**config.mk**
```make
export PLATFORM = sky130hd
export DESIGN_NAME = pipe_seq_ctrl
export DESIGN_NICKNAME = d
export VERILOG_FILES = /design/src/rtl/pipe_ctrl_pkg.sv /design/src/rtl/pipe_seq_ctrl_perf_counters.sv /design/src/rtl/pipe_seq_ctrl.sv
export SDC_FILE = /design/constraint.sdc
export NUM_CORES = 1
export LEC_CHECK = 0
export CAP_MARGIN = 20
export CELL_PAD_IN_SITES_DETAIL_PLACEMENT = 1
export CELL_PAD_IN_SITES_GLOBAL_PLACEMENT = 1
export CORE_MARGIN = 2
export CORE_UTILIZATION = 38
export CTS_CLUSTER_SIZE = 8
export DETAILED_ROUTE_END_ITERATION = 10
export PLACE_DENSITY = 0.9
export SYNTH_ARGS = -nofsm -noshare
export SYNTH_HDL_FRONTEND = slang
export SYNTH_HIERARCHICAL = 1
export SYNTH_SLANG_ARGS = --single-unit
```
**constraint.sdc**
```tcl
create_clock -name CLK -period 3.4 [get_ports CLK]
set_input_delay 0.51 -clock CLK [delete_from_list [all_inputs] [get_ports CLK]]
set_output_delay 0.51 -clock CLK [all_outputs]
set_load 0.005 [all_outputs]
```
**src/rtl/pipe_ctrl_pkg.sv**
```systemverilog
// Shared types and constants for the RV32I pipeline control path
// (sequencing controller and hazard unit).
package pipe_ctrl_pkg;

    typedef enum logic [1:0] {
        RUN   = 2'd0,
        REDIR = 2'd1,
        DWAIT = 2'd2
    } seq_state_t;

    typedef struct packed {
        logic pc_we;
        logic if_de_we;
        logic if_de_flush;
        logic de_ex_we;
        logic de_ex_flush;
        logic ex_mem_we;
        logic mem_wb_we;
    } stage_ctrl_t;

    localparam stage_ctrl_t CTRL_FLOW = '{
        pc_we: 1'b1, if_de_we: 1'b1, if_de_flush: 1'b0,
        de_ex_we: 1'b1, de_ex_flush: 1'b0, ex_mem_we: 1'b1, mem_wb_we: 1'b1
    };

    localparam stage_ctrl_t CTRL_FROZEN = '0;

    localparam logic [6:0] OPC_LOAD   = 7'b0000011;
    localparam logic [6:0] OPC_STORE  = 7'b0100011;
    localparam logic [6:0] OPC_BRANCH = 7'b1100011;
    localparam logic [6:0] OPC_JAL    = 7'b1101111;
    localparam logic [6:0] OPC_JALR   = 7'b1100111;
    localparam logic [6:0] OPC_OP     = 7'b0110011;
    localparam logic [6:0] OPC_OPIMM  = 7'b0010011;
    localparam logic [6:0] OPC_LUI    = 7'b0110111;
    localparam logic [6:0] OPC_AUIPC  = 7'b0010111;

    function automatic logic opc_writes_rd(input logic [6:0] opc);
        return !(opc == OPC_STORE || opc == OPC_BRANCH);
    endfunction

endpackage

```
**src/rtl/pipe_seq_ctrl_perf_counters.sv**
```systemverilog
// Stall and redirect performance counters with synchronous active-low clear.
module perf_counters
    import pipe_ctrl_pkg::*;
#(
    parameter int unsigned CNT_W = 32
) (
    input  logic             clk_i,
    input  logic             rst_ni,
    input  logic             stall_inc_i,
    input  logic             flush_inc_i,
    output logic [CNT_W-1:0] stall_cnt_o,
    output logic [CNT_W-1:0] flush_cnt_o
);

    logic [CNT_W-1:0] stall_q, stall_d;
    logic [CNT_W-1:0] flush_q, flush_d;

    always_comb begin
        stall_d = stall_inc_i ? stall_q + 1'b1 : stall_q;
        flush_d = flush_inc_i ? flush_q + 1'b1 : flush_q;
    end

    always_ff @(posedge clk_i) begin
        if (!rst_ni) begin
            stall_q <= '0;
            flush_q <= '0;
        end else begin
            stall_q <= stall_d;
            flush_q <= flush_d;
        end
    end

    assign stall_cnt_o = stall_q;
    assign flush_cnt_o = flush_q;

endmodule

```
**src/rtl/pipe_seq_ctrl.sv**
```systemverilog
// Pipeline sequencing controller: turns load-use, redirect and data-memory
// wait events into per-stage write-enable and flush controls.
module pipe_seq_ctrl
    import pipe_ctrl_pkg::*;
#(
    parameter int unsigned REDIRECT_EXTRA = 1,
    parameter int unsigned DWAIT_TIMEOUT  = 255,
    parameter int unsigned CNT_W          = 32
) (
    input  logic             CLK,
    input  logic             RST_N,
    input  logic             load_use_haz,
    input  logic             ex_redirect,
    input  logic             dmem_req,
    input  logic             dmem_ready,
    output logic             pc_we,
    output logic             if_de_we,
    output logic             if_de_flush,
    output logic             de_ex_we,
    output logic             de_ex_flush,
    output logic             ex_mem_we,
    output logic             mem_wb_we,
    output logic             dmem_err,
    output logic [CNT_W-1:0] stall_cnt,
    output logic [CNT_W-1:0] flush_cnt
);

    localparam int unsigned WAIT_W = (DWAIT_TIMEOUT > 1) ? $clog2(DWAIT_TIMEOUT + 1) : 1;
    localparam logic [WAIT_W-1:0] WAIT_MAX    = WAIT_W'(DWAIT_TIMEOUT);
    localparam logic [1:0]        REDIR_RLOAD = 2'(REDIRECT_EXTRA);

    seq_state_t        state_q, state_d;
    seq_state_t        saved_q, saved_d;
    seq_state_t        eff_state;
    logic [1:0]        redir_cnt_q, redir_cnt_d;
    logic [WAIT_W-1:0] wait_cnt_q, wait_cnt_d;
    logic              err_q, err_d;
    logic              freeze;
    logic              stall_inc, flush_inc;
    stage_ctrl_t       ctrl;

    assign freeze = dmem_req & ~dmem_ready;

    always_comb begin
        state_d     = state_q;
        saved_d     = saved_q;
        redir_cnt_d = redir_cnt_q;
        wait_cnt_d  = '0;
        err_d       = err_q;
        ctrl        = CTRL_FLOW;
        stall_inc   = 1'b0;
        flush_inc   = 1'b0;
        // DWAIT resumes whatever state it interrupted; REDIR counter is simply held
        eff_state   = (state_q == DWAIT) ? saved_q : state_q;

        if (!RST_N) begin
            ctrl = CTRL_FLOW;
        end else if (freeze) begin
            ctrl       = CTRL_FROZEN;
            state_d    = DWAIT;
            saved_d    = eff_state;
            stall_inc  = 1'b1;
            wait_cnt_d = (wait_cnt_q == WAIT_MAX) ? wait_cnt_q : wait_cnt_q + 1'b1;
            if (wait_cnt_d == WAIT_MAX) begin
                err_d = 1'b1;
            end
        end else if (ex_redirect) begin
            ctrl.if_de_flush = 1'b1;
            ctrl.de_ex_flush = 1'b1;
            flush_inc        = 1'b1;
            redir_cnt_d      = REDIR_RLOAD;
            state_d          = (REDIRECT_EXTRA > 0) ? REDIR : RUN;
        end else if (eff_state == REDIR) begin
            ctrl.if_de_flush = 1'b1;
            redir_cnt_d      = redir_cnt_q - 1'b1;
            state_d          = (redir_cnt_d == 2'd0) ? RUN : REDIR;
        end else begin
            state_d = RUN;
            if (load_use_haz) begin
                ctrl.pc_we       = 1'b0;
                ctrl.if_de_we    = 1'b0;
                ctrl.de_ex_flush = 1'b1;
                stall_inc        = 1'b1;
            end
        end
    end

    always_ff @(posedge CLK) begin
        if (!RST_N) begin
            state_q     <= RUN;
            saved_q     <= RUN;
            redir_cnt_q <= '0;
            wait_cnt_q  <= '0;
            err_q       <= 1'b0;
        end else begin
            state_q     <= state_d;
            saved_q     <= saved_d;
            redir_cnt_q <= redir_cnt_d;
            wait_cnt_q  <= wait_cnt_d;
            err_q       <= err_d;
        end
    end

    perf_counters #(
        .CNT_W(CNT_W)
    ) u_perf (
        .clk_i      (CLK),
        .rst_ni     (RST_N),
        .stall_inc_i(stall_inc),
        .flush_inc_i(flush_inc),
        .stall_cnt_o(stall_cnt),
        .flush_cnt_o(flush_cnt)
    );

    assign pc_we       = ctrl.pc_we;
    assign if_de_we    = ctrl.if_de_we;
    assign if_de_flush = ctrl.if_de_flush;
    assign de_ex_we    = ctrl.de_ex_we;
    assign de_ex_flush = ctrl.de_ex_flush;
    assign ex_mem_we   = ctrl.ex_mem_we;
    assign mem_wb_we   = ctrl.mem_wb_we;
    assign dmem_err    = err_q;

endmodule
```
==> summary.md, run 1 <==
| Metric | Value |
|---|---|
| R2r startpoint | `state_q[0]$_SDFF_PP0_` |
| Core area | `10100 µm²` |
| Largest cells by area after synthesis | `dfxtp_1, a21oi_1, nand2_1` |
| Hold WS | `486 ps` |
| Worst Max-Slew Pin Slew | `999 ps` |
| Compound-Gate Fraction of Synth Area | `0.130` |
| Fmax | `355 MHz` |
| Place WS | `265 ps` |
| CP arrival | `3090 ps` |
| Skew final | `8.12 ps` |
| Final instance area | `4910 µm²` |
| Die width | `105 µm` |
| CTS Buf Count | `9` |
| Maximum vdd drop | `0.151 mV` |
| Synthesized netlist cell count | `459` |
| Relative slew slack | `0.333` |
| Met1 usage | `0.247` |
| DR vias | `3818` |
| DR DRC count | `0` |
| WS Path Type | `in -> reg` |
| Met2 Usage GRT | `0.392` |
| Fraction of layout cells with a size suffix above 1 | `0.0582` |
| Cell Area, Placed | `4750 µm²` |
| Cts hold-fix bufs | `0` |
| Largest net degree at the start of global routing | `55` |
| PortBufs | `77` |
| Syn Std Cell Area | `3910 µm²` |
| Area growth from synthesis to layout | `25.6%` |
| Worst endpoint required time | `3670 ps` |
| Busiest grt layer | `met2` |
| CTS root buf | `clkbuf_8` |
| RePlAce Congestion | `0.808` |
| Asr flop ratio synth | `0` |
| Hold crit path type | `reg -> reg` |
| Hold_sp | `saved_q[0]$_SDFFE_PN0P_` |
| Crit path max fanout | `13` |
| Register area share after synthesis | `0.404` |
| Setup TNS | `0 ps` |
| Post-layout minimum cycle time | `2820 ps` |
| Post-route ant nets | `0` |
| Status | `complete, no violations` |
| Total congestion overflow | `0` |
| Startpoint Class | `primary input` |
| Max-Cap Viols | `0` |
| H-Tree Depth | `3` |
| Synthesized-area fraction occupied by adder cells | `0.0128` |
| Worst Reg-to-Reg Cells | `9` |
| Full die area | `11100 µm²` |
| CP Launch Point | `dmem_ready` |
| Pins Over Slew Limit | `0` |
| Routed len/inst | `17.0 µm` |
| Via/cell ratio | `5.71` |
| Syn Nets | `469` |
| Clk sinks | `79` |
| Vias in the first global route | `4064` |
| Final period utilization | `0.829` |
| Die height | `105 µm` |
| # fillers | `1214` |
| Yosys top cell by area | `dfxtp_1` |
| Resize count post-CTS | `0` |
| Placed Cells incl. Taps | `655` |
| Simple logic cell fraction of the synthesized area | `0.313` |
| Yosys top cell area share | `0.404` |
| Worst-skew pair later-pin latency | `350 ps` |
| Unrepaired setup endpoints after global routing | `false` |
| Layout Nets | `540` |
| Power per Cell Area | `335 nW/µm²` |
| Pre-antenna DRT Iters | `4` |
| Mux cell area share after synthesis | `0.0307` |
| FF+latch count, synth | `79` |
| Mean Syn Cell Area | `8.52 µm²` |
| Final WL | `11400 µm` |
| Number of synthesized flops with an enable pin | `0` |
| First-pass GRT wire length | `19500 µm` |
| Met3 Usage GRT | `0.0365` |
| Final setup violation count | `0` |
| Synth Area in XOR/XNOR | `0.0604` |
| Cell Rows | `37` |
| Number of DRC markers in iteration 0 | `101` |
| Final WS setup | `583 ps` |
| Post-CTS setup buffers | `0` |
| Largest family of logic cells by synthesized area | `simple AND/OR/NAND/NOR gates` |
| Core Util, Final | `0.485` |
| Worst hold stages | `2` |
| CTS Buffer Depth | `2` |
| Top-level I/O count | `78` |
| LEAKAGE | `1.59 nW` |
| Initial Util | `0.386` |
| Total power | `1.65 mW` |
| Yosys warns | `6` |
| Total track usage | `0.214` |
| Antenna violations before repair | `0` |
| Dominant synthesized flop cell | `dfxtp_1` |
| Crit. End Element | `register` |
| Library cells used by synthesis | `49` |
| Detailed placer's ending HPWL | `8120 µm` |
| Clock transition at the registers of the reported paths | `80 ps` |
| Hold Fails Final Rpt | `0` |
| Ant. Diodes | `0` |
| TritonCTS clock tree | `built` |
| Layout Cells excl Fill | `669` |
## cell usage after synthesis, types with 13 or more instances
library cell   n
a21oi_1       34
dfxtp_1       79
nand2_1       45
nand3_1       25
nand4_1       18
nor2_1        39
nor3_1        13
o21ai_0       15
o31ai_1       18
or4_1         21
xnor2_1       14
xor2_1        13
## flip-flops by register name, indices dropped and copies added, names as in the netlist
register            count
wait_cnt_q              8
u_perf/flush_cnt_o     32
redir_cnt_q             2
saved_q                 2
state_q                 2
dmem_err                1
u_perf/stall_cnt_o     32
## power by group
| group | internal (mW) | total, mW | switching [mW] |
|---|---|---|---|
| clock | 0.297 | 0.626 | 0.328 |
| combinational | 0.0361 | 0.0802 | 0.0440 |
| sequential | 0.931 | 0.939 | 0.00785 |
| total | 1.26 | 1.65 | 0.380 |
## critical path, stage by stage
cell and delay (ps):
clkdlybuf4s50_1 490, nand2b_1 170, nand2_1 130, nor2_1 220
nand4_1 280, or4_4 580, or4_1 530, a21oi_1 160
## cells by family (layout without fill, tap and decap cells)
group / Yosys count / in the layout
buffers and inverters: 33 / 107
adders and majority gates: 4 / 4
muxes: 12 / 12
DFF: 79 / 79
AOI/OAI and AO/OA: 83 / 83
and+or+nand+nor: 221 / 221
xor gates and xnor gates: 27 / 27
## path summary, 6_finish.rpt
path | end | slack [ps]
worst max register to register | u_perf/stall_cnt_o[20]$_SDFFE_PN0P_ | 670
worst min-delay path | saved_q[0]$_SDFFE_PN0P_ | 490
worst min register to register | saved_q[0]$_SDFFE_PN0P_ | 490
worst max-delay path | u_perf/flush_cnt_o[31]$_SDFFE_PN0P_ | 580
## cell type report
class,instances,area (µm²),share of cell area
Clock buffer,13,159,0.0323
Clock inverter,1,5.00,0.00102
Inverter,9,33.8,0.00687
Multi-Input combinational cell,347,2140,0.436
Sequential cell,79,1580,0.322
Tap cell,136,170,0.0346
Timing Repair Buffer,84,823,0.168
## routing by layer
| layer | vias to the layer above | wire [µm] | share of wire |
|---|---|---|---|
| met5 | - | 0 | 0 |
| met4 | 0 | 222 | 0.020 |
| met3 | 20 | 360 | 0.032 |
| met2 | 82 | 5810 | 0.51 |
| met1 | 1892 | 4980 | 0.44 |
| li1 | 1824 | - | - |
## layout by cell type (no fill, tap or decap), types with 15 or more instances in the layout
cell type	Yosys	final
nand2_1	45	45
dfxtp_1	79	79
nor2_1	39	39
o31ai_1	18	18
clkdlybuf4s50_1	0	77
or4_1	21	21
nand4_1	18	18
nand3_1	25	25
o21ai_0	15	15
a21oi_1	34	34
Note: power is estimated with default switching activity, not from simulation.
==> run 2, diff against run 1 <==
==> constraint.sdc (replaced) <==
create_clock -name CLK -period 2.8 [get_ports CLK]
set_input_delay 0.42 -clock CLK [delete_from_list [all_inputs] [get_ports CLK]]
set_output_delay 0.42 -clock CLK [all_outputs]
set_load 0.005 [all_outputs]
==> summary.md, run 2 (synthesized netlist as in run 1, its figures left out) <==
| Metric | Value |
|---|---|
| CP arrival | `2880 ps (-210 ps)` |
| RePlAce Congestion | `0.819 (+1.4%)` |
| Status | `complete, no violations` |
| Power per Cell Area | `439 nW/µm² (+31%)` |
| Worst endpoint required time | `3070 ps (-600 ps)` |
| Routed len/inst | `17.0 µm (-0.22%)` |
| Ant. Diodes | `0 (unchanged)` |
| Crit-path slowest cell | `or4_1` |
| Skew final | `13.6 ps (+5.48 ps)` |
| Final setup violation count | `0 (unchanged)` |
| Post-layout minimum cycle time | `2610 ps` |
| Crit-path max cell delay | `510 ps (-70 ps)` |
| TritonCTS clock tree | `built` |
| DR vias | `3823 (+0.13%)` |
| Post-CTS setup buffers | `0 (unchanged)` |
| Clk sinks | `79 (unchanged)` |
| Commonest non-fill, non-tap cell in the layout | `dfxtp_1` |
| Via/cell ratio | `5.58 (-2.2%)` |
| WS Path Type | `reg -> reg` |
| Crit path max fanout | `15 (+2)` |
| Family with the most delay on the worst path | `simple AND/OR/NAND/NOR gates` |
| LEAKAGE | `1.69 nW (+6.0%)` |
| Worst Max-Slew Pin Slew | `939 ps (-59.9 ps)` |
| Detailed placer's ending HPWL | `8270 µm (+1.9%)` |
| Startpoint Class | `register` |
| Fraction of layout cells with a size suffix above 1 | `0.0947 (+0.0366)` |
| Buffers and inverters on the worst path | `1 (unchanged)` |
| Hold Fails Final Rpt | `0 (unchanged)` |
| Pre-antenna DRT Iters | `4 (unchanged)` |
| Hold_sp | `wait_cnt_q[1]$_SDFF_PN0_` |
| Die width | `105 µm (unchanged)` |
| Cts hold-fix bufs | `0 (unchanged)` |
| Relative slew slack | `0.373 (+0.0400)` |
| Die height | `105 µm (unchanged)` |
| Total congestion overflow | `0 (unchanged)` |
| Largest net degree at the start of global routing | `55 (unchanged)` |
| Most frequent cells in the layout | `dfxtp_1, clkdlybuf4s50_1, nand2_1` |
| Full die area | `11100 µm² (unchanged)` |
| Area growth from synthesis to layout | `30.8%` |
| CTS Buffer Depth | `2 (unchanged)` |
| Max-Cap Viols | `0 (unchanged)` |
| Setup TNS | `0 ps (unchanged)` |
| PortBufs | `77 (unchanged)` |
| Number of DRC markers in iteration 0 | `77 (-24%)` |
| First-pass GRT wire length | `19300 µm (-0.57%)` |
| Placed Cells incl. Taps | `669 (+2.1%)` |
| CTS Buf Count | `9 (unchanged)` |
| Post-route ant nets | `0 (unchanged)` |
| Final WL | `11600 µm (+2.2%)` |
| DR DRC count | `0 (unchanged)` |
| Fmax | `384 MHz` |
| Resize count post-CTS | `0 (unchanged)` |
| Hold crit path type | `reg -> reg` |
| Core area | `10100 µm² (unchanged)` |
| Layout Nets | `554 (+2.6%)` |
| H-Tree Depth | `3 (unchanged)` |
| R2r startpoint | `state_q[0]$_SDFF_PP0_` |
| Final period utilization | `0.931` |
| Cell Rows | `37 (unchanged)` |
| Antenna violations before repair | `0 (unchanged)` |
| Layout Cells excl Fill | `685 (+2.4%)` |
| Total power | `2.25 mW (+37%)` |
| Clock transition at the registers of the reported paths | `90 ps (about the same)` |
| Place WS | `-123 ps (-388 ps)` |
| Maximum vdd drop | `0.258 mV (+71%)` |
| Vias in the first global route | `3989 (-1.8%)` |
| CP Launch Point | `state_q[0]$_SDFF_PP0_` |
| Unrepaired setup endpoints after global routing | `false` |
| Initial Util | `0.386 (unchanged)` |
| Crit-path cells | `nand4bb_4, nand3_1, nor2_2, o21a_1, nand3_1, or4_1, buf_4, or4_1, a21oi_1` |
| CTS root buf | `clkbuf_8` |
| Pins Over Slew Limit | `0 (unchanged)` |
| Total track usage | `0.212 (-0.00169)` |
| Final WS setup | `193 ps (-390 ps)` |
| Top-level I/O count | `78 (unchanged)` |
| Crit. End Element | `register` |
| Worst-skew pair later-pin latency | `350 ps (about the same)` |
run 2: path summary, 6_finish.rpt:
path	end	slack (ps)	depth (start not counted)
min reg2reg	wait_cnt_q[1]$_SDFF_PN0_	490	2
max reg2reg	u_perf/stall_cnt_o[28]$_SDFFE_PN0P_	190	9
max	u_perf/stall_cnt_o[28]$_SDFFE_PN0P_	190	9
min	wait_cnt_q[1]$_SDFF_PN0_	490	2
run 2: area by class of cell:
| type | count | area, µm² |
|---|---|---|
| repair buffers | 98 | 928 |
| flip-flops and latches | 79 | 1580 |
| clock buffers | 12 | 165 |
| well taps | 136 | 170 |
| clock inverters | 4 | 76.3 |
| inverters | 9 | 33.8 |
| fillers | 1214 | 5020 |
| multi-input cells | 347 | 2160 |
run 2: worst min-delay path, delay by kind of cell (launching register included):
family,cells,cell delay (ps)
AOI/OAI and AO/OA,1,50
and+or+nand+nor,1,60
DFF,1,340
run 2: per-stage QoR:
step           instance area, µm²  hold WS (ps)   util
3_3_place_gp                 4860           456  0.479
6_report                     5120           488  0.505
3_5_place_dp                 4860           472  0.479
4_1_cts                      5100           494  0.503
2_1_floorplan                3910           444      -
5_1_grt                      5120           525  0.505
run 2: metal layers:
metal  vias up  GRT usage  wire (µm)
li1       1844          -          -
met1      1893      0.256       5170
met2        71      0.376       5950
met3        15     0.0359        326
met4         0     0.0790        181
met5         -          0          0
run 2: power by group:
group / leakage, nW / internal [mW] / switching [mW]
Clock: 0.119 / 0.577 / 0.428
Sequential: 0.638 / 1.13 / 0.0102
Combinational: 0.931 / 0.0468 / 0.0531
==> run 3, diff against run 2 <==
--- a/config.mk
+++ b/config.mk
@@ -12,7 +12,7 @@
 export CORE_UTILIZATION = 38
 export CTS_CLUSTER_SIZE = 8
 export DETAILED_ROUTE_END_ITERATION = 10
-export PLACE_DENSITY = 0.9
+export PLACE_DENSITY = 0.8
 export SYNTH_ARGS = -nofsm -noshare
 export SYNTH_HDL_FRONTEND = slang
 export SYNTH_HIERARCHICAL = 1
==> summary.md, run 3 (synthesized netlist as in run 1, its figures left out) <==
| Metric | Value |
|---|---|
| Cts hold-fix bufs | `0 (unchanged)` |
| Routed len/inst | `15.6 µm (-7.9%)` |
| Max-Cap Viols | `0 (unchanged)` |
| Final setup violation count | `0 (unchanged)` |
| LEAKAGE | `1.66 nW (-1.6%)` |
| Crit. End Element | `register` |
| Fmax | `394 MHz (+2.7%)` |
| Commonest non-fill, non-tap cell in the layout | `dfxtp_1` |
| Detailed placer's ending HPWL | `7580 µm (-8.4%)` |
| Hold Fails Final Rpt | `0 (unchanged)` |
| WS Path Type | `reg -> reg` |
| Layout Nets | `548 (-1.1%)` |
| Vias in the first global route | `3767 (-5.6%)` |
| Number of DRC markers in iteration 0 | `110 (+43%)` |
| Resize count post-CTS | `0 (unchanged)` |
| Buffers and inverters on the worst path | `1 (unchanged)` |
| Crit-path slowest cell | `or4_1` |
| Worst Max-Slew Pin Slew | `957 ps (+17.7 ps)` |
| Worst-skew pair later-pin latency | `350 ps (about the same)` |
| Core area | `10100 µm² (unchanged)` |
| First-pass GRT wire length | `17900 µm (-7.4%)` |
| RePlAce Congestion | `0.785 (-4.1%)` |
| Relative slew slack | `0.361 (-0.0118)` |
| Pre-antenna DRT Iters | `4 (unchanged)` |
| Initial Util | `0.386 (unchanged)` |
| Antenna violations before repair | `0 (unchanged)` |
| Startpoint Class | `register` |
| Crit path max fanout | `18 (+3)` |
| DR vias | `3757 (-1.7%)` |
| Crit-path cells | `nand4bb_1, nand3_1, nor2_1, o21a_1, nand3_1, or4_1, buf_4, or4_1, a21oi_1` |
| Post-route ant nets | `0 (unchanged)` |
| Post-layout minimum cycle time | `2540 ps (-68.0 ps)` |
| Die width | `105 µm (unchanged)` |
| DR DRC count | `0 (unchanged)` |
| Final WL | `10600 µm (-8.9%)` |
| Die height | `105 µm (unchanged)` |
| Setup TNS | `0 ps (unchanged)` |
| Top-level I/O count | `78 (unchanged)` |
| Total power | `2.22 mW (-1.1%)` |
| Crit-path max cell delay | `520 ps (about the same)` |
| Via/cell ratio | `5.54 (-0.71%)` |
| CTS root buf | `clkbuf_8` |
| Largest net degree at the start of global routing | `55 (unchanged)` |
| Cell Rows | `37 (unchanged)` |
| Post-CTS setup buffers | `0 (unchanged)` |
| Pins Over Slew Limit | `0 (unchanged)` |
| CP arrival | `2820 ps (-60 ps)` |
| Most frequent cells in the layout | `dfxtp_1, clkdlybuf4s50_1, nand2_1` |
| Total congestion overflow | `0 (unchanged)` |
| Fraction of layout cells with a size suffix above 1 | `0.0775 (-0.0172)` |
| Core Util, Final | `0.497 (-0.00753)` |
| Power per Cell Area | `440 nW/µm² (+0.36%)` |
| CTS Buf Count | `9 (unchanged)` |
| Maximum vdd drop | `0.168 mV (-35%)` |
| CTS Buffer Depth | `2 (unchanged)` |
| Clock transition at the registers of the reported paths | `80 ps (about the same)` |
| PortBufs | `77 (unchanged)` |
| Area growth from synthesis to layout | `28.8%` |
| Family with the most delay on the worst path | `simple AND/OR/NAND/NOR gates` |
| Skew final | `12.4 ps (-1.20 ps)` |
| Clk sinks | `79 (unchanged)` |
| TritonCTS clock tree | `built` |
| Total track usage | `0.197 (-0.0155)` |
| Status | `complete, no violations` |
| H-Tree Depth | `3 (unchanged)` |
| Worst endpoint required time | `3080 ps (about the same)` |
| Ant. Diodes | `0 (unchanged)` |
| Final period utilization | `0.907 (-0.0243)` |
| Layout Cells excl Fill | `678 (-1.0%)` |
| Unrepaired setup endpoints after global routing | `false` |
| Full die area | `11100 µm² (unchanged)` |
| Hold crit path type | `reg -> reg` |
| Placed Cells incl. Taps | `663 (-0.90%)` |
[run 3: per-layer routing]
metal,track usage,vias up,share of wire
li1,-,1846,-
met1,0.246,1823,0.46
met2,0.335,73,0.49
met3,0.0328,15,0.034
met4,0.0819,0,0.017
met5,0,-,0
[run 3: worst register-to-register path: cells and delay by family, from the launching register on]
family	cells	cell delay, ps
and+or+nand+nor	6	1570
buffers and inverters	1	210
DFF	1	380
AOI/OAI and AO/OA	2	310
[run 3: layout make-up]
class,count,area [µm²]
Timing Repair Buffer,92,883
Clock inverter,3,65.1
Fill cell,1177,5100
Sequential cell,79,1580
Tap cell,136,170
Multi-Input combinational cell,347,2140
Clock buffer,12,165
Inverter,9,33.8
[run 3: final timing paths]
kind / slack, ps / cells after the start / start / endpoint
min reg2reg: 470 / 2 / dmem_err$_SDFFE_PN0P_ / dmem_err$_SDFFE_PN0P_
max reg2reg: 260 / 9 / state_q[0]$_SDFF_PP0_ / u_perf/stall_cnt_o[24]$_SDFFE_PN0P_
max: 260 / 9 / state_q[0]$_SDFF_PP0_ / u_perf/stall_cnt_o[24]$_SDFFE_PN0P_
min: 470 / 2 / dmem_err$_SDFFE_PN0P_ / dmem_err$_SDFFE_PN0P_
[run 3: power by group]
part	leakage, nW	internal [mW]	switching (mW)
clock network	0.118	0.569	0.414
logic	0.906	0.0455	0.0508
registers	0.637	1.13	0.00987
[run 3: metrics by stage]
step,setup WS [ps],hold WS [ps],area (µm²)
finish,261,467,5040
global route,30.1,503,5040
CTS,253,475,5040
detailed placement,-69.6,457,4810
global placement,-44.2,448,4810
floorplan,255,444,3910
